===== config.mk =====
export PLATFORM = sky130hd
export DESIGN_NAME = alu_issue
export DESIGN_NICKNAME = d
export VERILOG_FILES = /design/src/rtl/alu_issue_pkg.sv /design/src/rtl/alu_regfile.sv /design/src/rtl/alu_issue.sv
export SDC_FILE = /design/constraint.sdc
export NUM_CORES = 2
export LEC_CHECK = 0
export BUFFER_PORTS_ARGS = -buffer_cell sky130_fd_sc_hd__buf_2
export CORE_MARGIN = 2
export CORE_UTILIZATION = 55
export CTS_CLUSTER_DIAMETER = 50
export CTS_CLUSTER_SIZE = 30
export DETAILED_ROUTE_END_ITERATION = 10
export GPL_ROUTABILITY_DRIVEN = 0
export PLACE_DENSITY = 0.78
export SYNTH_ARGS = -nofsm -noshare
export SYNTH_HDL_FRONTEND = slang
export SYNTH_HIERARCHICAL = 1
export SYNTH_SLANG_ARGS = --single-unit

===== constraint.sdc =====
create_clock -name clk -period 88.2 [get_ports clk]
set_clock_uncertainty 0.2 [all_clocks]
set_input_delay 0 -clock clk [delete_from_list [all_inputs] [get_ports clk]]
set_output_delay 0 -clock clk [all_outputs]
set_load 0.03 [all_outputs]

===== src/rtl/alu_issue_pkg.sv =====
// Shared definitions for the ALU issue stage: widths, register index and op-code types,
// the output-stage state encoding and the per-source hazard helper.
package alu_issue_pkg;

  localparam int unsigned ALU_WIDTH = 64;
  localparam int unsigned ALU_NREGS = 32;
  localparam int unsigned REG_IDX_W = 5;
  localparam int unsigned ALU_OP_W  = 4;

  typedef logic [REG_IDX_W-1:0] reg_idx_t;
  typedef logic [ALU_OP_W-1:0]  alu_op_t;

  // Op-code values understood by the downstream ALU; the issue stage never decodes them.
  typedef enum logic [ALU_OP_W-1:0] {
    OP_ADD  = 4'd0,
    OP_SUB  = 4'd1,
    OP_AND  = 4'd2,
    OP_OR   = 4'd3,
    OP_XOR  = 4'd4,
    OP_SLL  = 4'd5,
    OP_SRL  = 4'd6,
    OP_SRA  = 4'd7,
    OP_SLT  = 4'd8,
    OP_SLTU = 4'd9,
    OP_MOVB = 4'd10
  } alu_op_e;

  typedef enum logic {
    OUT_EMPTY = 1'b0,
    OUT_FULL  = 1'b1
  } out_state_e;

  // A busy source stalls issue unless it is x0 or is being written back this cycle.
  function automatic logic src_hazard(input logic     busy_bit,
                                      input reg_idx_t idx,
                                      input logic     wb_en,
                                      input reg_idx_t wb_rd);
    return busy_bit && (idx != '0) && !(wb_en && (wb_rd == idx));
  endfunction

endpackage


===== src/rtl/alu_regfile.sv =====
// Architectural register file: two combinational read ports with write-first bypass,
// one write port, x0 reads as zero and ignores writes.
module alu_regfile
  import alu_issue_pkg::*;
#(
  parameter int unsigned WIDTH = ALU_WIDTH,
  parameter int unsigned NREGS = ALU_NREGS
) (
  input  logic             clk,
  input  logic             rst,
  input  reg_idx_t         raddr1,
  input  reg_idx_t         raddr2,
  output logic [WIDTH-1:0] rdata1,
  output logic [WIDTH-1:0] rdata2,
  input  logic             we,
  input  reg_idx_t         waddr,
  input  logic [WIDTH-1:0] wdata
);

  logic [WIDTH-1:0] regs [NREGS];

  always_ff @(posedge clk or posedge rst) begin
    if (rst) begin
      for (int unsigned i = 0; i < NREGS; i++) begin
        regs[i] <= '0;
      end
    end else if (we && (waddr != '0)) begin
      regs[waddr] <= wdata;
    end
  end

  always_comb begin
    rdata1 = '0;
    if (raddr1 != '0) begin
      rdata1 = (we && (waddr == raddr1)) ? wdata : regs[raddr1];
    end
  end

  always_comb begin
    rdata2 = '0;
    if (raddr2 != '0) begin
      rdata2 = (we && (waddr == raddr2)) ? wdata : regs[raddr2];
    end
  end

endmodule


===== src/rtl/alu_issue.sv =====
// ALU issue stage: scoreboards destination registers, stalls on RAW hazards, reads
// operands with write-back bypass and presents them through a one-deep output register.
module alu_issue
  import alu_issue_pkg::*;
#(
  parameter int unsigned WIDTH = ALU_WIDTH,
  parameter int unsigned NREGS = ALU_NREGS
) (
  input  logic                clk,
  input  logic                rst,
  input  logic                in_valid,
  output logic                in_ready,
  input  reg_idx_t            in_rs1,
  input  reg_idx_t            in_rs2,
  input  reg_idx_t            in_rd,
  input  logic [WIDTH-1:0]    in_imm,
  input  logic                in_use_imm,
  input  logic [ALU_OP_W-1:0] in_op,
  output logic                out_valid,
  input  logic                out_ready,
  output logic [WIDTH-1:0]    out_a,
  output logic [WIDTH-1:0]    out_b,
  output logic [ALU_OP_W-1:0] out_op,
  output reg_idx_t            out_rd,
  input  logic                wb_en,
  input  reg_idx_t            wb_rd,
  input  logic [WIDTH-1:0]    wb_data
);

  out_state_e       state, state_nxt;
  logic [NREGS-1:0] busy, busy_nxt;
  logic [WIDTH-1:0] rdata1, rdata2;
  logic             hazard;
  logic             in_fire;
  logic             out_fire;

  alu_regfile #(
    .WIDTH (WIDTH),
    .NREGS (NREGS)
  ) u_regfile (
    .clk    (clk),
    .rst    (rst),
    .raddr1 (in_rs1),
    .raddr2 (in_rs2),
    .rdata1 (rdata1),
    .rdata2 (rdata2),
    .we     (wb_en),
    .waddr  (wb_rd),
    .wdata  (wb_data)
  );

  always_comb begin
    hazard = src_hazard(busy[in_rs1], in_rs1, wb_en, wb_rd)
          || (!in_use_imm && src_hazard(busy[in_rs2], in_rs2, wb_en, wb_rd));
  end

  assign out_valid = (state == OUT_FULL);
  assign in_ready  = (!out_valid || out_ready) && !hazard;
  assign in_fire   = in_valid && in_ready;
  assign out_fire  = out_valid && out_ready;

  always_ff @(posedge clk or posedge rst) begin
    if (rst) begin
      state <= OUT_EMPTY;
    end else begin
      state <= state_nxt;
    end
  end

  // An accepted instruction always refills the register, even while draining the old one.
  always_comb begin
    state_nxt = state;
    case (state)
      OUT_EMPTY: if (in_fire) state_nxt = OUT_FULL;
      OUT_FULL:  if (out_fire && !in_fire) state_nxt = OUT_EMPTY;
      default:   state_nxt = OUT_EMPTY;
    endcase
  end

  // Clear is applied before set so a same-cycle issue to the written-back index stays busy.
  always_comb begin
    busy_nxt = busy;
    if (wb_en) begin
      busy_nxt[wb_rd] = 1'b0;
    end
    if (in_fire && (in_rd != '0)) begin
      busy_nxt[in_rd] = 1'b1;
    end
  end

  always_ff @(posedge clk or posedge rst) begin
    if (rst) begin
      busy <= '0;
    end else begin
      busy <= busy_nxt;
    end
  end

  always_ff @(posedge clk or posedge rst) begin
    if (rst) begin
      out_a  <= '0;
      out_b  <= '0;
      out_op <= '0;
      out_rd <= '0;
    end else if (in_fire) begin
      out_a  <= rdata1;
      out_b  <= in_use_imm ? in_imm : rdata2;
      out_op <= in_op;
      out_rd <= in_rd;
    end
  end

endmodule


Word-level counts from Yosys, hierarchy flattened
Cells that the tools add are included.
Word-level totals
  register bits after elaboration: 2218
  output and inout port bits: 139
  logic and storage cells: 112
Operators by class
  order comparisons: 10
  equal/unequal tests: 2
  mux-type cells: 27
  bitwise logic cells: 7
  reduce and logical (&&, ||, !) cells: 28
Operators by type and width (count)
  bitwise mux 2048 bit: 1
  binary-select mux 64 bit (select 5 bit): 2
  two-way mux 64 bit: 10
  demux 64 bit (select 5 bit): 1
  two-way mux 32 bit: 2
  AND 32 bit: 1
  NOT 32 bit: 1
  bitwise OR 32 bit: 1
  < comparator 5 x 6 -> 1 bit, second input constant: 4
  nonzero test 5 bit: 4
  >= comparator 6 bit, second input constant: 3
  NOT 5 -> 6 bit: 3
  logical AND 1 bit: 16
  binary-select mux 1 bit (select 5 bit): 2
  demux 1 bit (select 5 bit): 2
  equality test 5 bit: 2
  >= comparator 5 x 1 -> 1 bit, second input constant: 2
  zero test 1 bit: 6
  < comparator 6 x 1 -> 1 bit, second input constant: 1
  two-way mux 1 bit: 6
  logical OR 1 bit: 2
  case mux 1 bit (2 select lines): 1
  NOT 1 bit: 1

Logic depth before layout (Yosys ltp)
  word-level depth: 13
  gate-level depth with buffers: 13
  depth with buffers taken out: 8

By module
The synthesis kept the hierarchy.
By module, submodules not included
  alu_regfile: instances 1, cells an instance 7622, area each 109710.2 um^2, seq. area each 51249.2 um^2
  alu_issue: instances 1, cells an instance 566, area each 8441.8 um^2, seq. area each 4254.1 um^2

Worst setup path after synthesis
No wires, ideal clock.
  path type: register to register
  start: register busy[10]
  end: register out_a[0]
  setup time: 125 ps
  arrival: 2202 ps
  setup slack: 85673 ps
  stages on the path, launching flop included: 10
  buffers on the path: 3
  period minus slack after synthesis: 2527 ps
  cell sequence: dfrtp_1 mux4_1 o22ai_1 o22a_1 o41a_1 o2111a_1 buf_6 buf_12 buf_12 mux2_4
On the way
  cells in the longest elaborated chain, start to end: 9
Ends and longest elaborated chain
  start: declaration: RTL line alu_issue.sv:31  | logic [NREGS-1:0] busy, busy_nxt;
  start signal: assignment: RTL line alu_issue.sv:95  | busy <= busy_nxt;
  binary-select mux 1 bit (select 5 bit): RTL line alu_issue.sv:54  | || (!in_use_imm && src_hazard(busy[in_rs2], in_rs2, wb_en, wb_rd));
  two-way mux 1 bit (not written as such): RTL line alu_issue.sv:54
  logical AND 1 bit (2 in a row): RTL line alu_issue_pkg.sv:38  | return busy_bit && (idx != '0) && !(wb_en && (wb_rd == idx));
  logical AND 1 bit: RTL line alu_issue.sv:54
  logical OR 1 bit (*): RTL line alu_issue.sv:54
  zero test 1 bit (*): RTL line alu_issue.sv:58  | assign in_ready = (!out_valid || out_ready) && !hazard;
  logical AND 1 bit (*): RTL line alu_issue.sv:58
  logical AND 1 bit (*): RTL line alu_issue.sv:59  | assign in_fire = in_valid && in_ready;
  end signal: assignment: RTL line alu_issue.sv:106  | out_a <= rdata1;
  end: declaration: RTL line alu_issue.sv:21  | output logic [WIDTH-1:0] out_a,
Every way passes the cells marked *; elsewhere a longest branch is shown, timed or not. The select of a mux whose other input is x is not followed.
A chain may end at the register's enable or synchronous reset.

==> metrics.txt <==
setup slack after layout 81.78 ns; Seq/Total Area, Yosys 47.0%; Post-DRT Antenna Nets 0; Setup violations, final 0; CTS clk-pin slew, worst paths 0.07 ns; Post-Synthesis Cells 8188; die footprint 219000 um^2; clk_lat worst skew 0.92 ns; FF+latch area 55500 um^2; global-route wire length before repair 608000 um; Worst path most repeated cell buf_4; Filler Cell Count 15577; P_sw 959 uW; end-of-flow core utilization 61.5%; Post-synth EDFFs 0; worst min-delay path startpoint in_rd[1]; vias in the first global route ~86000; CP delay by family, top buffers and inverters; ranking of synthesized cells by area dfrtp_1 (47%), mux2_2 (20%), mux4_2 (16%); DRC 0; Vias/cell 7.51; PD cells 23.7 nW/um^2; First DRT Iteration DRCs 12818; core area roughly 210000 um^2; RSZ-0062 raised after global routing no; Yosys cell types 82; CTS H-Tree Depth 4; GR Util All Layers 38.7%; setup slack, reg-to-reg 84.14 ns; cell-internal power 2160 uW; Initial Util 55.2%; Comb pwr share 22.7%; Post-synth ARST share 100%; routed len/inst 37.4 um; share of post-route cells with drive strength above 1 47.7%; cell leakage power about 0.057 uW; Root Buffer clkbuf_16; Post-Syn Nets 8346; total gr overflow 0; sequential power share between 40% and 50%; count of clock tree sinks 2218; Slew @ Worst Pin 1.44 ns; Synth Flop Type dfrtp_1; Net Sw Frac 30.8%; design area 132000 um^2; CTS Buf Count 221; Synth Cell Area 118000 um^2; initial antenna violation count 54; DP Worst Slack ~82 ns; dominant cell type by area after synthesis dfrtp_1; Vias 85394; Die Height 467 um; Syn Area/Cell 14.4 um^2; Worst VDD drop 0.0232 mV; CP max-delay cell buf_4; drt total wl 426000 um; cells on worst reg2reg path 10; CTS tree built; Yosys reg bits 2218; final worst-path cycle share around 7.3%; reg2reg start u_regfile/regs[874]; CP Max Fanout 167; crit start category input pin; YS warnings 6; final hold viol count 0; run status finished clean; num rows 170; Clk pwr share around a third; post-CTS setup buffers 0; Chip Width between 400 and 500 um; critical path type in2async; fin nets 8436; Worst EP required 88.85 ns; Peak Freq 156 MHz; worst-path cell chain dlygate4sd3_1 -> buf_2 -> dlygate4sd3_1 -> inv_8 -> buf_12 -> buf_4 -> buf_4 -> buf_4 -> buf_4 -> buf_4; top cell type's share of synthesized area 47.0%; Setup crit end kind asynchronous set/reset pin; worst hold path type in2reg; synthesis-to-finish area growth 11.3%; io pins 297; Port Buffers between 200 and 300; Multi-input gate area between 50000 and 60000 um^2; Reg-to-Reg End out_b[42]; hold depth 4; largest net degree at the start of global routing between 150 and 200; post-route setup TNS 0 ns; WP buf/inv 10; clk buf depth 3; cts repair resizes 0; Post-DP Area 121000 um^2; CP max stage delay 0.89 ns; Rel. slew slack ~4.1%; first-pass iteration count of the detailed router 6; worst hold path endpoint busy[6]; fin. max-slew vios 0; WP data arrival a little over 7 ns; Final HPWL DP 239000 um; crit path time final 6.42 ns; max-cap violations 0
timing repair:
action | 4_1_cts | 5_1_grt
endpoints found under the hold margin | 2524 | 0
endpoints found under the setup margin | 0 | 0
hold buffers | 291 | 0
layout by cell type, fill, tap and decap left out, types with 60 or more instances in the layout:
master / netlist / routed
a21oi_1: 84 / 84
a221oi_1: 71 / 71
a22oi_1: 153 / 153
buf_2: 282 / 286
buf_4: 92 / 182
clkbuf_16: 0 / 223
dfrtp_1: 2218 / 2218
diode_2: 0 / 60
dlygate4sd3_1: 0 / 291
mux2_2: 2127 / 2127
mux2_4: 80 / 80
mux2i_1: 384 / 384
mux4_2: 844 / 844
nand2_1: 120 / 104
nor2_1: 218 / 204
nor3_1: 64 / 62
o21ai_0: 212 / 212
o22ai_1: 197 / 197
final cells by class:
cell class	instances	share of cell area (%)
Tap cell	2838	2.70
Antenna cell	60	0.114
Inverter	8	0.0342
Multi-Input combinational cell	5052	44.4
Timing Repair Buffer	777	4.58
Sequential cell	2218	42.2
Clock buffer	240	4.37
Clock inverter	174	1.64
cells in the mapped netlist, types with 84 or more instances:
library cell,instances
nor2_1,218
o22ai_1,197
a21oi_1,84
clkbuf_1,467
mux2_2,2127
buf_4,92
mux2i_1,384
buf_2,282
a22oi_1,153
nand2_1,120
o21ai_0,212
dfrtp_1,2218
mux4_2,844
how the worst max path moves through the flow:
stage               start              endpoint  depth (start not counted)
CTS                   rst   u_regfile/regs[533]                         10
finish                rst   u_regfile/regs[597]                         10
global placement      rst  u_regfile/regs[1552]                          8
global route          rst  u_regfile/regs[1877]                         10
detailed placement    rst  u_regfile/regs[1552]                          8
floorplan             rst     u_regfile/regs[0]                          1
per-layer routing:
metal | share of wire [%] | vias up | global-route usage, %
li1 | - | 31791 | -
met1 | 34 | 44232 | 47.6
met2 | 44 | 7233 | 56.4
met3 | 14 | 2100 | 14.5
met4 | 8.3 | 38 | 27.4
met5 | 0.079 | - | 0.198
tightest hold or removal path: cells and delay by family:
| family | cells | cell delay, ns |
|---|---|---|
| buffers and inverters | 2 | 0.68 |
| AO/OA/AOI/OAI | 1 | 0.13 |
| AND/OR/NAND/NOR | 1 | 0.30 |
logic make-up after synthesis:
group	synth area share [%]
muxes	41.0
xor gates and xnor gates	0.141
buffers and inverters	3.98
and+or+nand+nor	2.49
DFF	47.0
AOI/OAI and AO/OA	5.46
power by group through the flow:
stage	combinational [uW]	sequential, uW	clock, uW
finish	707	1380	1030
global route	741	1400	1070
CTS	696	1370	1030
detailed placement	676	1390	0
global placement	655	1360	0
floorplan	482	1390	0
metrics by stage:
stage	instances	hold slack (ns)	total power [uW]
2_1_floorplan	8188	-0.0519	1870
3_3_place_gp	10602	-0.0385	2020
3_5_place_dp	10602	-0.0235	2060
4_1_cts	11307	0.0238	3100
5_1_grt	11313	0.0702	3210
6_report	11367	0.0536	3110
flip-flops by register name (all words and copies together) (netlist names):
register        flops
out_a              64
busy               32
out_valid           1
out_op              4
out_rd              5
u_regfile/regs   2048
out_b              64
No activity file was read; power rests on OpenSTA's default activity.
